===== src/rtl/alu_multicycle.sv =====
// Registered ALU with iterative unsigned MUL/DIVU/REMU behind a start/busy/done handshake.
// Optional macro ALU_MULH_EN adds MULHU (0101) and widens the product path to 2*WIDTH bits.
module alu_multicycle #(
  parameter int WIDTH = 32
) (
  input  logic             clk,
  input  logic             reset,
  input  logic             start,
  input  logic [WIDTH-1:0] A_in,
  input  logic [WIDTH-1:0] B_in,
  input  logic [3:0]       ALU_ctrl,
  output logic             busy,
  output logic             done,
  output logic [WIDTH-1:0] ALU_out,
  output logic             carry_out,
  output logic             zero,
  output logic             overflow
);

  localparam int CW = $clog2(WIDTH) + 1;
`ifdef ALU_MULH_EN
  localparam int PW = 2 * WIDTH;
`else
  localparam int PW = WIDTH;
`endif

  localparam logic [3:0] OP_AND  = 4'b0000;
  localparam logic [3:0] OP_OR   = 4'b0001;
  localparam logic [3:0] OP_ADD  = 4'b0010;
  localparam logic [3:0] OP_MUL  = 4'b0011;
  localparam logic [3:0] OP_MULH = 4'b0101;
  localparam logic [3:0] OP_SUB  = 4'b0110;
  localparam logic [3:0] OP_SLT  = 4'b0111;
  localparam logic [3:0] OP_DIVU = 4'b1000;
  localparam logic [3:0] OP_REMU = 4'b1001;
  localparam logic [3:0] OP_NOR  = 4'b1100;
  localparam logic [3:0] OP_EQ   = 4'b1111;

  typedef enum logic { IDLE, ITER } state_t;
  typedef enum logic [1:0] { K_MUL, K_MULH, K_DIV, K_REM } kind_t;

  state_t           state_q;
  kind_t            kind_q, kind_d;
  logic [CW-1:0]    cnt_q;
  logic             busy_q, done_q, carry_q, ovf_q, zero_q;
  logic [WIDTH-1:0] out_q;

  logic [PW-1:0]    mcand_q, prod_q, prod_d;
  logic [WIDTH-1:0] mplier_q;
  logic [WIDTH-1:0] rem_q, quo_q, div_q, rem_d, quo_d;

  logic             iter_req;
  logic [WIDTH-1:0] sc_res;
  logic             sc_c, sc_v;
  logic [WIDTH:0]   add_w, sub_w;
  logic [WIDTH-1:0] iter_res;

  // Single-cycle datapath works straight off the inputs on the accept edge.
  always_comb begin
    add_w    = {1'b0, A_in} + {1'b0, B_in};
    sub_w    = {1'b0, A_in} + {1'b0, ~B_in} + {{WIDTH{1'b0}}, 1'b1};
    sc_res   = '0;
    sc_c     = 1'b0;
    sc_v     = 1'b0;
    iter_req = 1'b0;
    kind_d   = K_MUL;
    case (ALU_ctrl)
      OP_AND:  sc_res = A_in & B_in;
      OP_OR:   sc_res = A_in | B_in;
      OP_NOR:  sc_res = ~(A_in | B_in);
      OP_SUB: begin
        sc_res = sub_w[WIDTH-1:0];
        sc_c   = sub_w[WIDTH];
        sc_v   = (A_in[WIDTH-1] != B_in[WIDTH-1]) && (sub_w[WIDTH-1] != A_in[WIDTH-1]);
      end
      OP_SLT:  sc_res = {{(WIDTH-1){1'b0}}, ($signed(A_in) < $signed(B_in))};
      OP_EQ:   sc_res = {{(WIDTH-1){1'b0}}, (A_in == B_in)};
      OP_MUL:  begin iter_req = 1'b1; kind_d = K_MUL; end
`ifdef ALU_MULH_EN
      OP_MULH: begin iter_req = 1'b1; kind_d = K_MULH; end
`endif
      OP_DIVU: begin iter_req = 1'b1; kind_d = K_DIV; end
      OP_REMU: begin iter_req = 1'b1; kind_d = K_REM; end
      default: begin
        sc_res = add_w[WIDTH-1:0];
        sc_c   = add_w[WIDTH];
        sc_v   = (A_in[WIDTH-1] == B_in[WIDTH-1]) && (add_w[WIDTH-1] != A_in[WIDTH-1]);
      end
    endcase
  end

  // One shift-add step and one restoring-division step per cycle; divide by zero
  // naturally yields an all-ones quotient and a remainder equal to A.
  logic [WIDTH:0] shifted, trial;
  logic           ge;
  always_comb begin
    prod_d  = prod_q + (mplier_q[0] ? mcand_q : '0);
    shifted = {rem_q, quo_q[WIDTH-1]};
    ge      = shifted >= {1'b0, div_q};
    trial   = shifted - {1'b0, div_q};
    rem_d   = ge ? trial[WIDTH-1:0] : shifted[WIDTH-1:0];
    quo_d   = {quo_q[WIDTH-2:0], ge};
    case (kind_q)
      K_MUL:   iter_res = prod_d[WIDTH-1:0];
      K_MULH:  iter_res = prod_d[PW-1:PW-WIDTH];
      K_DIV:   iter_res = quo_d;
      default: iter_res = rem_d;
    endcase
  end

  always_ff @(posedge clk) begin
    if (reset) begin
      state_q  <= IDLE;
      kind_q   <= K_MUL;
      cnt_q    <= '0;
      busy_q   <= 1'b0;
      done_q   <= 1'b0;
      out_q    <= '0;
      carry_q  <= 1'b0;
      ovf_q    <= 1'b0;
      zero_q   <= 1'b1;
      mcand_q  <= '0;
      prod_q   <= '0;
      mplier_q <= '0;
      rem_q    <= '0;
      quo_q    <= '0;
      div_q    <= '0;
    end else begin
      done_q <= 1'b0;
      case (state_q)
        IDLE: begin
          if (start) begin
            if (iter_req) begin
              state_q  <= ITER;
              busy_q   <= 1'b1;
              kind_q   <= kind_d;
              cnt_q    <= '0;
              mcand_q  <= PW'(A_in);
              mplier_q <= B_in;
              prod_q   <= '0;
              rem_q    <= '0;
              quo_q    <= A_in;
              div_q    <= B_in;
            end else begin
              out_q   <= sc_res;
              carry_q <= sc_c;
              ovf_q   <= sc_v;
              zero_q  <= ~|sc_res;
              done_q  <= 1'b1;
            end
          end
        end
        ITER: begin
          mcand_q  <= mcand_q << 1;
          mplier_q <= mplier_q >> 1;
          prod_q   <= prod_d;
          rem_q    <= rem_d;
          quo_q    <= quo_d;
          cnt_q    <= cnt_q + 1'b1;
          if (cnt_q == CW'(WIDTH - 1)) begin
            state_q <= IDLE;
            busy_q  <= 1'b0;
            done_q  <= 1'b1;
            out_q   <= iter_res;
            carry_q <= 1'b0;
            ovf_q   <= 1'b0;
            zero_q  <= ~|iter_res;
          end
        end
        default: state_q <= IDLE;
      endcase
    end
  end

  assign busy      = busy_q;
  assign done      = done_q;
  assign ALU_out   = out_q;
  assign carry_out = carry_q;
  assign zero      = zero_q;
  assign overflow  = ovf_q;

endmodule


===== config.mk =====
export PLATFORM = sky130hd
export DESIGN_NAME = alu_multicycle
export DESIGN_NICKNAME = d
export VERILOG_FILES = /design/src/rtl/alu_multicycle.sv
export SDC_FILE = /design/constraint.sdc
export NUM_CORES = 1
export LEC_CHECK = 0
export ABC_CLOCK_PERIOD_IN_PS = 9100
export CAP_MARGIN = 10
export CELL_PAD_IN_SITES_DETAIL_PLACEMENT = 1
export CELL_PAD_IN_SITES_GLOBAL_PLACEMENT = 1
export CORE_ASPECT_RATIO = 0.6
export CORE_MARGIN = 3
export CORE_UTILIZATION = 30
export CTS_BUF_LIST = sky130_fd_sc_hd__clkbuf_8 sky130_fd_sc_hd__clkbuf_16
export DETAILED_ROUTE_END_ITERATION = 7
export PLACE_DENSITY_LB_ADDON = 0.1
export SLEW_MARGIN = 20
export SYNTH_ARGS = -nofsm -noshare
export SYNTH_HDL_FRONTEND = slang
export SYNTH_SLANG_ARGS = --single-unit

===== constraint.sdc =====
create_clock -name clk -period 9.1 [get_ports clk]
set_input_delay 1.82 -clock clk [delete_from_list [all_inputs] [get_ports clk]]
set_output_delay 1.82 -clock clk [all_outputs]
set_load 0.05 [all_outputs]

==> metrics.csv <==
stage,metric,value,unit
logic_synthesis,async_flop_share,0,%
setup_path,crit_type,primary input to register,
pwr,switching_share,51.3,%
sta,fin_setup_tns,0,ns
sta,finalSetupViolations,0,
finish,nets,2905,
placement,place_ws,2.22,ns
route,viasPerCell,6.19,
pwr,power_switching,3.01,mW
route,finalWirelength,104000,µm
placement,place.gp.congestion,0.923,
cts,clock-sinks,238,
logic_synthesis,synth.largest_area_cell,dfxtp_1,
grt,grt_max_degree,131,
pwr,power,5.87,mW
min_path,hp-class,register to register,
sta,fin_skew,0.0137,ns
cts,max-clock-path-buffers,3,
sta,rsz0062_at_grt,false,
logic_synthesis,ys_types,97,
grt,grt-ovfl-total,0,
setup_path,endpoint_kind,register,
route,wl_per_cell,29.4,µm
grt,antenna_found_initial,2,
floorplanning,num_rows,71,
grt,grt_pass1_vias,21200,
placement,dp_hpwl,79400,µm
pwr,peakVddDrop,449,µV
setup_path,cp.arrival,7.06,ns
floorplanning,die_w,336,µm
grt,grt_use_total,29.4,%
cts,cts.repair.resized,0,
pwr,p_int,2.86,mW
logic_synthesis,ys_warn_count,0,
grt,grt_pass1_wl,151000,µm
setup_path,r2r_cells,13,
route,route.vias.total,21900,
floorplanning,fp.coreArea,0.0637,mm²
route,drc,0,
logic_synthesis,ys.flop_type,dfxtp_1,
cts,hold_buffers,0,
placement,io_buffers,107,
logic_synthesis,ys_ff_latch,238,
pwr,pwr-share-seq,20.0,%
pwr,pwr-share-comb,59.0,%
route,antenna_left,0,
sta,finalWorstSetupSlack,2.56,ns
cts,cts_made_buffers,28,
logic_synthesis,synth.area.top_cells,"dfxtp_1, ha_1, nor2_1",
logic_synthesis,ys_seq_area_share,24.3,%
logic_synthesis,yosysTopAreaCellShare,24.3,%
floorplanning,start_util,30.8,%
sta,drv_slew,0,
floorplanning,ios,108,
cts,clkTransAtPathRegs,0.06,ns
logic_synthesis,syn_inst,2680,
floorplanning,fp.dieH,204,µm
min_path,min_from,mplier_q[31],
finish,drive_gt1_share,5.39,%
cts,clk_latency,0.60,ns
logic_synthesis,syn_avg_cell_area,7.32,µm²
sta,finalCriticalPeriod,6.54,ns
pwr,power.density,262,mW/mm²
sta,post-route-period-util,71.9,%
sta,final_hold_viol_count,0,
setup_path,worstSetupStartpoint,B_in[0],
status,status,finished clean,
floorplanning,dieArea,0.0686,mm²
setup_path,r2r-start,rem_q[3],
sta,slew_headroom,23.5,%
logic_synthesis,synthesis.area,0.0196,mm²
cts,cts_tree,built,
sta,worst_pin_slew,1.14,ns
run,cap_violations,0,
min_path,whs_path_depth,2,
cts,cts.htree.levels,1,
cts,clockRootBuffer,clkbuf_16,
setup_path,crit_required,9.62,ns
cts,cts_setup_buffers,0,
setup_path,crit_fanout,6,
route,drtPass1Iterations,6,
setup_path,start_kind,primary input,
pwr,leakage,8.94,nW
pwr,clkPwrFrac,20.9,%
route,drtIter0Drc,2200,
sta,max_freq,0.153,GHz
finish,layout-area-overhead-vs-synth,13.9,%
logic_synthesis,synth_edf_count,0,
logic_synthesis,synth_fp_nets,2915,
path summary, 6_finish.rpt:
| check | end | slack (ns) |
|---|---|---|
| worst max-delay path | zero | 2.56 |
| worst min-delay path | mplier_q[31] | 0.46 |
| worst max register to register | zero | 2.96 |
| worst min register to register | mplier_q[31] | 0.46 |
cells in the final DEF (no fill, tap or decap), types with 64 or more instances in the layout:
cell type,Yosys,layout
a222oi_1,95,95
a21oi_1,255,255
o21ai_0,114,114
a22oi_1,64,64
nor2_1,381,377
nand2_1,237,237
ha_1,160,160
inv_1,149,153
dfxtp_1,238,237
clkdlybuf4s50_1,0,104
synthesized netlist by cell type (all sizes together) (7+ instances only):
cell type and n:
a2111oi 8, a211o 16, a211oi 31, a21boi 7, a21o 46, a21oi 257, a221o 13, a221oi 21
a222oi 95, a22oi 64, a2bb2oi 12, a31o 8, a31oi 38, and2 40, and3 27, buf 23
clkbuf 168, dfxtp 238, ha 160, inv 150, mux2i 16, nand2 237, nand2b 26, nand3 47
nand4 25, nor2 382, nor2b 25, nor3 51, nor3b 8, nor4 21, o211ai 34, o21a 15
o21ai 123, o21bai 13, o221ai 8, o22ai 21, o31ai 14, or2 8, or3 17, xnor2 34
xor2 29
worst max-delay path, stage by stage:
cell,delay (ns)
clkdlybuf4s50_1,0.59
ha_1,0.21
inv_1,0.05
fa_1,0.40
nor2b_1,0.18
o311ai_0,0.65
a21oi_1,0.42
a31oi_1,0.76
o21ai_0,0.37
a211oi_1,0.40
mux2i_1,0.21
or3_1,0.14
or3b_1,0.37
nor4_1,0.28
nand2_1,0.11
nand3_1,0.09
layout make-up:
type	count	area, µm²
inverters	150	563
multi-input cells	2101	13600
clock buffers	34	795
fillers	7702	41300
clock inverters	17	175
well taps	839	1050
repair buffers	151	1400
diodes	1	2.50
flip-flops and latches	238	4770
state kept, by name (all words and copies together) (netlist names), 2 cells and up:
name	flops
quo_q	32
ALU_out	32
mcand_q	32
mplier_q	32
rem_q	32
prod_q	32
div_q	32
cnt_q	6
kind_q	2
metal layers:
layer / vias up / GRT usage, % / routed length (µm)
met5: - / 0 / 27
met4: 4 / 5.18 / 1960
met3: 104 / 4.91 / 7070
met2: 760 / 42.1 / 41700
met1: 11100 / 45.8 / 52900
li1: 9870 / - / -
cell families (layout without fill, tap and decap cells):
family / Yosys count / in the layout / share of synthesized area [%]
xor gates and xnor gates: 63 / 63 / 2.81
DFF: 238 / 238 / 24.3
buffers and inverters: 341 / 352 / 6.66
other: 0 / 1 / 0
AOI/OAI and AO/OA: 921 / 921 / 32.9
and+or+nand+nor: 934 / 934 / 21.7
muxes: 19 / 19 / 0.989
adders and majority gates: 164 / 164 / 10.6
power by group through the flow:
stage                     clock network, mW  logic (mW)  registers [mW]
after detailed placement                  0        3.38            1.20
after global routing                   1.30        3.74            1.18
after floorplan                           0        2.11            1.21
after CTS                              1.26        3.40            1.17
after global placement                    0        3.35            1.20
final                                  1.23        3.46            1.18
metrics by stage:
step	area [µm²]	utilization, %	instances	hold slack (ns)
final	22400	35.1	3531	0.459
after global placement	21400	33.5	3479	0.449
after detailed placement	21400	33.6	3479	0.450
after CTS	22300	35.1	3530	0.459
after floorplan	19600	-	2680	0.436
after global routing	22300	35.1	3530	0.491
Power figures use the tool's default switching activity.
